### src/rtl/lsu_mem_ctrl.sv
`default_nettype none
// +----------------------------------------------------------------------+
// | lsu_mem_ctrl: load/store initiator for a word-addressed data memory;  |
// | sub-word stores use read-modify-write.   Revision: 1.0                |
// +----------------------------------------------------------------------+
module lsu_mem_ctrl #(
  parameter int MEM_WORDS = 256
) (
  input  logic        clk,
  input  logic        rst_n,
  input  logic        reqValid,
  output logic        reqReady,
  input  logic        reqWrite,
  input  logic [1:0]  reqSize,
  input  logic        reqUnsigned,
  input  logic [31:0] reqAddr,
  input  logic [31:0] reqWData,
  output logic        respValid,
  output logic [31:0] respData,
  output logic        respErr,
  output logic [31:0] memAddress,
  output logic [31:0] memWriteData,
  output logic        memWrite,
  output logic        memRead,
  input  logic [31:0] memReadData
);

  localparam logic [1:0] c_ST_IDLE  = 2'd0;
  localparam logic [1:0] c_ST_READ  = 2'd1;
  localparam logic [1:0] c_ST_WRITE = 2'd2;
  localparam logic [1:0] c_ST_RESP  = 2'd3;

  localparam logic [1:0] c_SZ_BYTE = 2'b00;
  localparam logic [1:0] c_SZ_HALF = 2'b01;
  localparam logic [1:0] c_SZ_WORD = 2'b10;
  localparam logic [1:0] c_SZ_ILL  = 2'b11;

  localparam logic [31:0] c_MEM_WORDS = 32'(MEM_WORDS);

  logic [1:0]  r_state;
  logic [1:0]  w_next;
  logic [1:0]  r_size;
  logic [1:0]  r_addr_lo;
  logic        r_write;
  logic        r_unsigned;
  logic [15:0] r_wdata;

  logic        w_accept;
  logic        w_err;
  logic [31:0] w_lane;
  logic [31:0] w_load;
  logic [31:0] w_merged;

  // State register
  always_ff @(posedge clk or negedge rst_n) begin
    if (!rst_n) begin
      r_state <= c_ST_IDLE;
    end else begin
      r_state <= w_next;
    end
  end

  // Next-state logic
  always_comb begin
    w_next = r_state;
    case (r_state)
      c_ST_IDLE: begin
        if (w_accept) begin
          if (w_err)
            w_next = c_ST_RESP;
          else if (reqWrite && reqSize == c_SZ_WORD)
            w_next = c_ST_WRITE;
          else
            w_next = c_ST_READ;
        end
      end
      c_ST_READ:  w_next = r_write ? c_ST_WRITE : c_ST_RESP;
      c_ST_WRITE: w_next = c_ST_RESP;
      default:    w_next = c_ST_IDLE;
    endcase
  end

  // Output/datapath combinational decode
  always_comb begin
    reqReady = (r_state == c_ST_IDLE);
    w_accept = reqValid && (r_state == c_ST_IDLE);

    w_err = 1'b0;
    case (reqSize)
      c_SZ_HALF: w_err = reqAddr[0];
      c_SZ_WORD: w_err = |reqAddr[1:0];
      c_SZ_ILL:  w_err = 1'b1;
      default:   w_err = 1'b0;
    endcase
    if ({2'b00, reqAddr[31:2]} >= c_MEM_WORDS)
      w_err = 1'b1;

    w_lane = memReadData >> {r_addr_lo, 3'b000};
    case (r_size)
      c_SZ_BYTE: w_load = r_unsigned ? {24'd0, w_lane[7:0]}
                                     : {{24{w_lane[7]}}, w_lane[7:0]};
      c_SZ_HALF: w_load = r_unsigned ? {16'd0, w_lane[15:0]}
                                     : {{16{w_lane[15]}}, w_lane[15:0]};
      default:   w_load = memReadData;
    endcase

    // Replace only the addressed lane; other lanes keep the word just read
    w_merged = memReadData;
    if (r_size == c_SZ_BYTE)
      w_merged[{r_addr_lo, 3'b000} +: 8] = r_wdata[7:0];
    else
      w_merged[{r_addr_lo[1], 4'b0000} +: 16] = r_wdata[15:0];
  end

  // Registered request fields and outputs; strobes decode the next state
  always_ff @(posedge clk or negedge rst_n) begin
    if (!rst_n) begin
      r_size       <= c_SZ_BYTE;
      r_addr_lo    <= 2'b00;
      r_write      <= 1'b0;
      r_unsigned   <= 1'b0;
      r_wdata      <= 16'd0;
      memAddress   <= 32'd0;
      memWriteData <= 32'd0;
      memWrite     <= 1'b0;
      memRead      <= 1'b0;
      respValid    <= 1'b0;
      respErr      <= 1'b0;
      respData     <= 32'd0;
    end else begin
      memRead   <= (w_next == c_ST_READ);
      memWrite  <= (w_next == c_ST_WRITE);
      respValid <= (w_next == c_ST_RESP);
      respErr   <= w_accept && w_err;
      respData  <= (r_state == c_ST_READ && !r_write) ? w_load : 32'd0;

      if (w_accept) begin
        r_size     <= reqSize;
        r_addr_lo  <= reqAddr[1:0];
        r_write    <= reqWrite;
        r_unsigned <= reqUnsigned;
        r_wdata    <= reqWData[15:0];
        memAddress <= {2'b00, reqAddr[31:2]};
        if (reqWrite && reqSize == c_SZ_WORD && !w_err)
          memWriteData <= reqWData;
      end

      if (r_state == c_ST_READ && r_write)
        memWriteData <= w_merged;
    end
  end

endmodule
`default_nettype wire

### config.mk
export PLATFORM = sky130hd
export DESIGN_NAME = lsu_mem_ctrl
export DESIGN_NICKNAME = d
export VERILOG_FILES = /design/src/rtl/lsu_mem_ctrl.sv
export SDC_FILE = /design/constraint.sdc
export NUM_CORES = 1
export LEC_CHECK = 0
export ABC_CLOCK_PERIOD_IN_PS = 5600
export BUFFER_PORTS_ARGS = -buffer_cell sky130_fd_sc_hd__buf_2
export CORE_MARGIN = 1.5
export CORE_UTILIZATION = 55
export DETAILED_ROUTE_END_ITERATION = 6
export GPL_TIMING_DRIVEN = 0
export PLACE_DENSITY = 0.87
export SYNTH_ARGS = -nofsm -noshare
export SYNTH_HDL_FRONTEND = slang
export SYNTH_SLANG_ARGS = --single-unit
### constraint.sdc
create_clock -name clk -period 5.6 [get_ports clk]
set_clock_uncertainty 0.2 [all_clocks]
set_input_delay 0.56 -clock clk [delete_from_list [all_inputs] [get_ports clk]]
set_output_delay 0.56 -clock clk [all_outputs]
set_load 0.02 [all_outputs]
==> results of run 1 <==
through the flow:
stage,setup WS (ns),total power [uW],hold WS (ns),std cells,utilization [%]
floorplan,3.04,2910,0.0644,686,-
global placement,2.27,3600,0.255,1030,66.5
detailed placement,2.28,3640,0.258,1031,66.8
CTS,2.19,4730,0.121,1064,71.9
global route,2.09,5040,0.127,1064,71.9
finish,2.18,4760,0.136,1064,71.9
sequential cells by signal, indices dropped and copies added (netlist names), 2 cells and up:
signal and count:
r_addr_lo 2, respData 32, memAddress 30, r_state 2, r_wdata 16, memWriteData 32
r_size 2
report_power, final:
group | switching, uW | internal, uW
Sequential | 259 | 1260
Combinational | 1430 | 744
Clock | 381 | 684
layout make-up:
class                           count  area, um^2  area share (%)
Buffer                             66         270            3.32
Clock buffer                       23         478            5.87
Clock inverter                      9        95.1            1.17
Inverter                            7        26.3           0.323
Multi-Input combinational cell    491        2990            36.7
Sequential cell                   122        3050            37.5
Tap cell                          143         179            2.20
Timing Repair Buffer              203        1050            12.9
cell usage in the layout (no fill, tap or decap), drive strengths merged, types with 3 or more instances in the layout:
master	n
nor4	5
a31oi	32
o2bb2ai	8
a21o	18
nor2	21
buf	218
o221a	7
o41ai	33
nor3	19
a221oi	40
ha	9
or4	33
o21ai	4
a21oi	14
clkinv	7
clkbuf	73
mux2i	16
nand2	185
nor2b	19
dfrtp	122
inv	7
nor3b	3
cells in the mapped netlist, drive strengths merged (2+ instances only):
cell type / count / area, um^2
mux2i: 16 / 160
inv: 7 / 26.3
a41o: 2 / 20.0
ha: 9 / 113
nand2b: 2 / 12.5
o21ai: 4 / 20.0
a21o: 18 / 135
nand2: 185 / 694
a221oi: 40 / 350
o41ai: 33 / 289
o2bb2ai: 8 / 70.1
nor2b: 19 / 119
nor4: 5 / 31.3
buf: 16 / 78.8
o21a: 2 / 15.0
nor3b: 3 / 22.5
clkbuf: 50 / 191
a31oi: 32 / 200
nor2: 21 / 78.8
dfrtp: 122 / 3050
a21oi: 14 / 70.1
nor3: 19 / 95.1
and3: 2 / 12.5
o221a: 7 / 78.8
or4: 33 / 251
kinds of logic (layout without fill, tap and decap cells):
group	count (synthesis)	count (layout)	share of synthesized area, %
AND/OR/NAND/NOR	296	296	21.6
AO/OA/AOI/OAI	167	167	20.8
flip-flops	122	122	48.2
buffers and inverters	73	308	4.68
multiplexers	17	17	2.88
adder cells (fa/ha/maj)	9	9	1.78
other	1	2	0.0592
worst paths after layout:
check	startpoint	to	slack (ns)	cells past startpoint
max	r_addr_lo[1]	memWriteData[15]	2.18	7
min	reqAddr[8]	memAddress[6]	0.14	3
max reg2reg	r_addr_lo[1]	memWriteData[15]	2.18	7
min reg2reg	memAddress[27]	memAddress[27]	0.27	2
max in group asynchronous	rst_n	memAddress[20]	4.05	3
min in group asynchronous	rst_n	respData[25]	0.43	2
per-layer routing:
layer	GRT usage (%)	part of all wire, %
met5	0	0
met3	9.64	11
met4	20.3	4.4
met2	53.0	46
met1	46.1	39
worst max-delay path, stage by stage, from the launching register on:
cell and delay [ns]:
dfrtp_1 0.41, clkbuf_1 0.36, inv_1 0.20, ha_1 0.38, nand2_1 0.06, nor4b_1 1.14
a221oi_1 0.34, a31oi_1 0.25
timing repair:
action / CTS / global route
endpoints found under the hold margin: 42 / 0
hold buffers: 1 / 0
resized for setup: 0 / 0
==> results.py, run 1 <==
metrics = {
    "place": {
        "io_buffer_count": 201,
        "dp_hpwl_um": 15300,
        "dpl_cell_area_um2": 7560,
        "routabilityCongestion": 1.02,
    },
    "synth": {
        "avgSynthCellArea_um2": 9.25,
        "synth_edf_count": 0,
        "yosysWarnings": 0,
        "seq_area_frac_synth_pct": 48.2,
        "ys_seq_elements": 122,
        "async_flop_share_pct": 100,
        "yosysUniqueCellTypes": 46,
        "netlist_area_um2": 6340,
        "synthesis.instances": 685,
        "synth_ff_type": "dfrtp_1",
    },
    "global_route": {
        "grt-ovfl-total": 0,
        "antenna_found_initial": 0,
        "grt_pass1_wl_um": 31700,
        "grt_max_degree": 81,
        "grt_pass1_vias": 6079,
        "grtUsageTotal_pct": 35.3,
    },
    "flow_run": {
        "drv_cap": 0,
    },
    "drt": {
        "vias": 6612,
        "drt-total-wl_um": 20900,
        "wl_per_cell_um": 19.6,
        "drtIter0Drc": 764,
        "ant_nets": 0,
        "drc": 0,
        "dr.pass1.iters": 5,
        "avgViaCountPerCell": 6.21,
    },
    "cts": {
        "path_clk_slew_ns": 0.05,
        "htreeDepth": 4,
        "clk-insertion-delay-late_ns": 0.42,
        "cts_tree": "built",
        "post-cts-setup-buffers": 0,
        "cts_root_buffer": "clkbuf_16",
        "cts-buffers-inserted": 17,
        "clk_path_buf_depth": 2,
        "clock-sinks": 122,
    },
    "timing": {
        "fin_crit_sh_pct": 61.1,
        "tightest_slew_ns": 1.40,
        "final.min_clock_period_ns": 3.42,
        "rsz0062_at_grt": "no",
        "setup_tns_ns": 0,
        "report.final.slew_viol_count": 0,
        "fmax_mhz": 292,
        "setup_violations": 0,
        "relSlewSlack_pct": 5.64,
        "hold_viol_final": 0,
    },
    "min_path": {
        "hold_path_class": "in2reg",
    },
    "floorplanning": {
        "start_util_pct": 56.0,
        "io_pins": 204,
        "rows": 39,
        "die_width_um": 110,
        "die_y_um": 110,
        "die-area_um2": 12200,
        "core-area_um2": 11300,
    },
    "cells_and_area": {
        "syn_to_final_growth_pct": 28.5,
        "drive_gt1_share_pct": 27.3,
        "final_area_um2": 8140,
        "insertedDiodeCount": 0,
        "nets": 1020,
        "fillers": 909,
    },
    "power_and_ir_drop": {
        "leakage_uw": 0.00392,
        "p_per_area_nw_per_um2": 585,
        "vdd_drop_max_mv": 0.377,
    },
    "run_status": {
        "outcome": "finished clean",
    },
    "setup_path": {
        "crit_path_end_kind": "flop",
        "cp_max_fo": 10,
        "startpoint_type": "flop",
        "cp.arrival_ns": 3.55,
        "worstPathRequired_ns": 5.73,
        "critPathKind": "reg2reg",
    },
}
Note: power is estimated with default switching activity, not from simulation.
==> run 2, diff against run 1 <==
ABC_AREA = 1   (was default)
ABC_CLOCK_PERIOD_IN_PS = 3000   (was 5600)
CORE_UTILIZATION = 47   (was 55)
PLACE_DENSITY = 0.78   (was 0.87)
clock period = 3 ns   (was 5.6 ns; I/O delays follow)
==> results.py, run 2 <==
metrics = {
    "cells_and_area": {
        "reg_top3": "memWriteData: 32 flops, respData: 32 flops, memAddress: 30 flops",
        "fin_util_pct": 66.8,
        "drive_gt1_share_pct": 23.3,
        "final_cells": 1380,
        "syn_to_final_growth_pct": 38.9,
        "final_cell_mix": "290 x nand2_1, 218 x buf_2, 124 x o21ai_0",
        "layout_commonest_cell": "nand2_1",
        "insertedDiodeCount": 0,
        "nets": 1299,
    },
    "timing": {
        "whs_ns": 0.0116,
        "rsz0062_at_grt": "no",
        "fin_crit_sh_pct": 91.5,
        "fmax_mhz": 364,
        "tightest_slew_ns": 0.621,
        "final.min_clock_period_ns": 2.75,
        "relSlewSlack_pct": 58.6,
        "report.final.slew_viol_count": 0,
        "setup_violations": 0,
        "hold_viol_final": 0,
    },
    "cts": {
        "clk_path_buf_depth": 2,
        "clock-sinks": 122,
        "path_clk_slew_ns": 0.06,
        "cts-buffers-inserted": 17,
        "cts_tree": "built",
        "cts_root_buffer": "clkbuf_16",
        "clk-insertion-delay-late_ns": 0.42,
        "post-cts-setup-buffers": 0,
        "htreeDepth": 4,
    },
    "setup_path": {
        "r2r_cells": 11,
        "cp.arrival_ns": 2.91,
        "crit_path_end_kind": "flop",
        "cp_top_family": "buffers and inverters",
        "r2r_slack_ns": 0.25,
        "critPathKind": "reg2reg",
        "worst-path-buf-inv": 4,
        "crit_chain": "clkinv_1 > clkbuf_2 > ha_1 > inv_1 > nor2_1 > inv_1 > o21ai_0 > nand2_1 > a31oi_1 > nand2_1 > nand2_1",
        "critPathMostFrequentCell": "nand2_1",
        "startpoint_type": "flop",
        "critPathSlowestCell": "dfrtp_1",
        "worstPathRequired_ns": 3.16,
        "slowest_delay_ns": 0.43,
        "rr_endpoint": "memWriteData[20]",
        "r2r-start": "r_addr_lo[0]",
        "cp_max_fo": 12,
    },
    "place": {
        "routabilityCongestion": 0.977,
        "io_buffer_count": 201,
        "dp_hpwl_um": 16900,
        "dp_cells": 1284,
    },
    "synth": {
        "yosys.area.top_type_share_pct": 45.9,
        "netlist_area_um2": 6650,
        "async_flop_share_pct": 100,
        "yosysUniqueCellTypes": 30,
        "yosysTopAreaCell": "dfrtp_1",
        "post-synth-top-count-cell": "nand2_1",
        "synthesis.instances": 901,
        "synth_edf_count": 0,
        "yosysWarnings": 0,
        "yosys-top-cells-count": "290 x nand2_1, 124 x o21ai_0, 122 x dfrtp_1",
        "avgSynthCellArea_um2": 7.38,
        "synth_ff_type": "dfrtp_1",
        "seq_area_frac_synth_pct": 45.9,
        "ys_seq_elements": 122,
        "yosys-top-cells-area": "dfrtp_1 46%, nand2_1 16%, o21ai_0 9.3%",
    },
    "global_route": {
        "grt_pass1_wl_um": 37000,
        "antenna_found_initial": 0,
        "grt-ovfl-total": 0,
        "grt_max_degree": 67,
        "grtUsageTotal_pct": 33.0,
        "grt_pass1_vias": 7344,
    },
    "power_and_ir_drop": {
        "leakage_uw": 0.00494,
        "power_uw": 9730,
        "p_per_area_nw_per_um2": 1050,
        "vdd_drop_max_mv": 0.610,
    },
    "floorplanning": {
        "die_width_um": 122,
        "io_pins": 204,
        "rows": 43,
        "die_y_um": 122,
        "start_util_pct": 48.1,
        "core-area_um2": 13800,
        "die-area_um2": 14900,
    },
    "drt": {
        "dr.pass1.iters": 5,
        "vias": 7384,
        "drc": 0,
        "ant_nets": 0,
        "drt-total-wl_um": 23700,
        "avgViaCountPerCell": 5.35,
        "wl_per_cell_um": 17.2,
        "drtIter0Drc": 565,
    },
    "flow_run": {
        "drv_cap": 0,
    },
    "min_path": {
        "min_path_cells": 5,
        "hold_path_class": "in2reg",
        "hold_start": "reqWData[30]",
        "hold_path_end": "memWriteData[30]",
    },
    "run_status": {
        "outcome": "finished clean",
    },
}
==> run 2: worst max-delay path by stage <==
stage / start / endpoint / slack, ns / cells past startpoint
6_report: r_addr_lo[0] / memWriteData[20] / 0.25 / 11
5_1_grt: r_addr_lo[0] / memWriteData[20] / 0.02 / 11
4_1_cts: r_addr_lo[0] / memWriteData[20] / 0.21 / 11
3_5_place_dp: r_addr_lo[0] / memWriteData[20] / 0.23 / 11
3_3_place_gp: rst_n / memAddress[23] / -0.04 / 1
2_1_floorplan: r_addr_lo[0] / memWriteData[20] / 0.82 / 11
==> run 2: layout make-up <==
class | instances | area (um^2)
Tap cell | 180 | 225
Timing Repair Buffer | 267 | 1690
Buffer | 55 | 272
Sequential cell | 122 | 3050
Multi-Input combinational cell | 644 | 3020
Inverter | 80 | 300
Clock inverter | 10 | 188
Fill cell | 1152 | 4590
Clock buffer | 22 | 484
==> run 2: per-stage QoR <==
step / TNS [ns] / instance area, um^2 / setup slack (ns)
floorplan: 0 / 6650 / 0.819
global placement: -3.66 / 7880 / -0.0398
detailed placement: 0 / 7920 / 0.231
CTS: 0 / 9240 / 0.206
global route: 0 / 9240 / 0.0154
finish: 0 / 9240 / 0.254
==> run 2: repair_timing <==
| item | 4_1_cts | 5_1_grt |
|---|---|---|
| hold buffers | 65 | 0 |
| endpoints found under the setup margin | 0 | 5 |
| hold endpoints to repair | 120 | 0 |
| resized for setup | 0 | 2 |
==> run 2: power breakdown <==
part	switching, uW	total, uW	leakage (uW)	internal [uW]
registers	412	2740	0.00157	2330
clock network	739	2300	0.000323	1560
logic	3210	4690	0.00305	1480
==> run 2: cell families after synthesis <==
group	share of synthesized area, %
simple gates	23.9
fa+ha+maj	1.69
buf+inv	8.64
flops	45.9
compound gates	19.7
other cells	0.0564
==> run 2: metal layers <==
| metal | global-route usage [%] | wire length (um) |
|---|---|---|
| met1 | 40.7 | 9660 |
| met2 | 54.5 | 11200 |
| met3 | 7.21 | 1840 |
| met4 | 16.5 | 942 |
| met5 | 0 | 0 |
==> run 2: worst reg2reg max path, cell delays in order (launching register included) <==
cell	delay [ns]
dfrtp_1	0.43
clkinv_1	0.25
clkbuf_2	0.30
ha_1	0.37
inv_1	0.08
nor2_1	0.31
inv_1	0.11
o21ai_0	0.19
nand2_1	0.08
a31oi_1	0.21
nand2_1	0.09
nand2_1	0.06
==> run 3, diff against run 2 <==
CTS_BUF_LIST = sky130_fd_sc_hd__clkbuf_16   (was default)
==> results.py, run 3 (synthesis results as in run 2) <==
metrics = {
    "cts": {
        "cts_root_buffer": "clkbuf_16",
        "path_clk_slew_ns": 0.06,
        "cts-buffers-inserted": 17,
        "clk-insertion-delay-late_ns": 0.43,
        "htreeDepth": 4,
        "clock-sinks": 122,
        "cts_tree": "built",
        "clk_path_buf_depth": 2,
    },
    "place": {
        "io_buffer_count": 201,
        "routabilityCongestion": 0.977,
        "dp_hpwl_um": 16900,
        "dpl_worst_slack_ns": 0.231,
    },
    "timing": {
        "setup_tns_ns": 0,
        "fin_crit_sh_pct": 91.9,
        "relSlewSlack_pct": 59.0,
        "final.min_clock_period_ns": 2.76,
        "fmax_mhz": 363,
        "fin_ws_ns": 0.244,
        "setup_violations": 0,
        "whs_ns": 0.0263,
        "tightest_slew_ns": 0.615,
        "hold_viol_final": 0,
        "report.final.slew_viol_count": 0,
        "rsz0062_at_grt": "no",
    },
    "drt": {
        "ant_nets": 0,
        "drt-total-wl_um": 23700,
        "drtIter0Drc": 644,
        "wl_per_cell_um": 17.2,
        "drc": 0,
        "vias": 7393,
        "dr.pass1.iters": 5,
        "avgViaCountPerCell": 5.34,
    },
    "setup_path": {
        "slowest_delay_ns": 0.44,
        "startpoint_type": "flop",
        "crit_cells": 11,
        "critPathKind": "reg2reg",
        "critPathSlowestCell": "dfrtp_1",
        "critPathMostFrequentCell": "nand2_1",
        "crit_path_end_kind": "flop",
        "cp_max_fo": 12,
        "r2r_cells": 11,
        "cp.arrival_ns": 2.92,
        "crit_chain": "clkinv_1 > clkbuf_2 > ha_1 > inv_1 > nor2_1 > inv_1 > o21ai_0 > nand2_1 > a31oi_1 > nand2_1 > nand2_1",
        "worst-path-buf-inv": 4,
        "cp_top_family": "buffers and inverters",
        "worstPathRequired_ns": 3.16,
    },
    "min_path": {
        "hold_path_class": "in2reg",
        "min_path_cells": 3,
    },
    "power_and_ir_drop": {
        "leakage_uw": 0.00494,
        "p_per_area_nw_per_um2": 1040,
        "power_uw": 9640,
        "vdd_drop_max_mv": 0.636,
    },
    "cells_and_area": {
        "reg_top3": "memWriteData: 32 flops, respData: 32 flops, memAddress: 30 flops",
        "fin_util_pct": 66.8,
        "insertedDiodeCount": 0,
        "drive_gt1_share_pct": 22.9,
        "fillers": 1147,
        "nets": 1303,
        "layout_commonest_cell": "nand2_1",
        "final_cell_mix": "290 x nand2_1, 218 x buf_2, 124 x o21ai_0",
        "syn_to_final_growth_pct": 38.9,
        "seq_area_um2": 3050,
        "multi_input_area_um2": 3020,
    },
    "floorplanning": {
        "die_width_um": 122,
        "core-area_um2": 13800,
        "die-area_um2": 14900,
        "die_y_um": 122,
        "start_util_pct": 48.1,
        "io_pins": 204,
        "rows": 43,
    },
    "global_route": {
        "antenna_found_initial": 0,
        "grt_max_degree": 67,
        "grt_pass1_vias": 7253,
        "grtUsageTotal_pct": 33.0,
        "grt_pass1_wl_um": 37000,
        "grt-ovfl-total": 0,
    },
    "flow_run": {
        "drv_cap": 0,
    },
    "run_status": {
        "outcome": "finished clean",
    },
}
==> run 3: cell types whose count changed in the layout (fill, tap and decap cells not counted), sizes merged <==
| cell | previous run | this run |
|---|---|---|
| dlygate4sd3 | 65 | 69 |
| clkbuf | 43 | 38 |
| inv | 78 | 79 |
| clkinv | 5 | 9 |
==> run 3: repair_timing <==
| action | CTS | global route |
|---|---|---|
| setup buffers | 0 | 0 |
| endpoints found under the setup margin | 0 | 5 |
| gates resized for setup | 0 | 2 |
| endpoints found under the hold margin | 125 | 0 |
| hold buffers | 69 | 0 |
==> run 3: area by class of cell <==
cell class | count | area share [%]
Clock buffer | 17 | 4.61
Inverter | 80 | 3.25
Timing Repair Buffer | 271 | 18.7
Multi-Input combinational cell | 644 | 32.7
Buffer | 55 | 2.94
Clock inverter | 15 | 2.24
Sequential cell | 122 | 33.1
Tap cell | 180 | 2.44
==> run 3: tightest hold or removal path: cells and delay by family <==
| family | cells | cell delay (ns) |
|---|---|---|
| AOI/OAI and AO/OA | 1 | 0.10 |
| buffers and inverters | 2 | 0.19 |
==> run 3: final timing paths <==
check	from	to	slack (ns)
max	r_addr_lo[0]	memWriteData[20]	0.24
min	reqSize[1]	r_size[1]	0.03
max reg2reg	r_addr_lo[0]	memWriteData[20]	0.24
min reg2reg	memAddress[0]	memAddress[0]	0.28
max in group asynchronous	rst_n	r_wdata[3]	1.70
min in group asynchronous	rst_n	respData[26]	0.20
==> run 3: where the power goes <==
part / leakage, uW / switching [uW] / internal [uW]
Sequential: 0.00157 / 413 / 2330
Clock: 0.000304 / 745 / 1460
Combinational: 0.00307 / 3210 / 1490
Total: 0.00494 / 4370 / 5270
==> run 3: routing by layer <==
metal	global-route usage [%]	vias to the layer above	part of all wire, %
met1	41.1	3451	42
met4	16.2	0	3.8
met3	7.07	58	7.0
met2	54.4	352	47
li1	-	3532	-
met5	0	-	0
==> run 3: stage by stage <==
stage | std cells | cell area (um^2)
final | 1384 | 9240
after global routing | 1384 | 9240
after CTS | 1385 | 9240
after detailed placement | 1284 | 7920
after global placement | 1283 | 7880
after floorplan | 902 | 6650
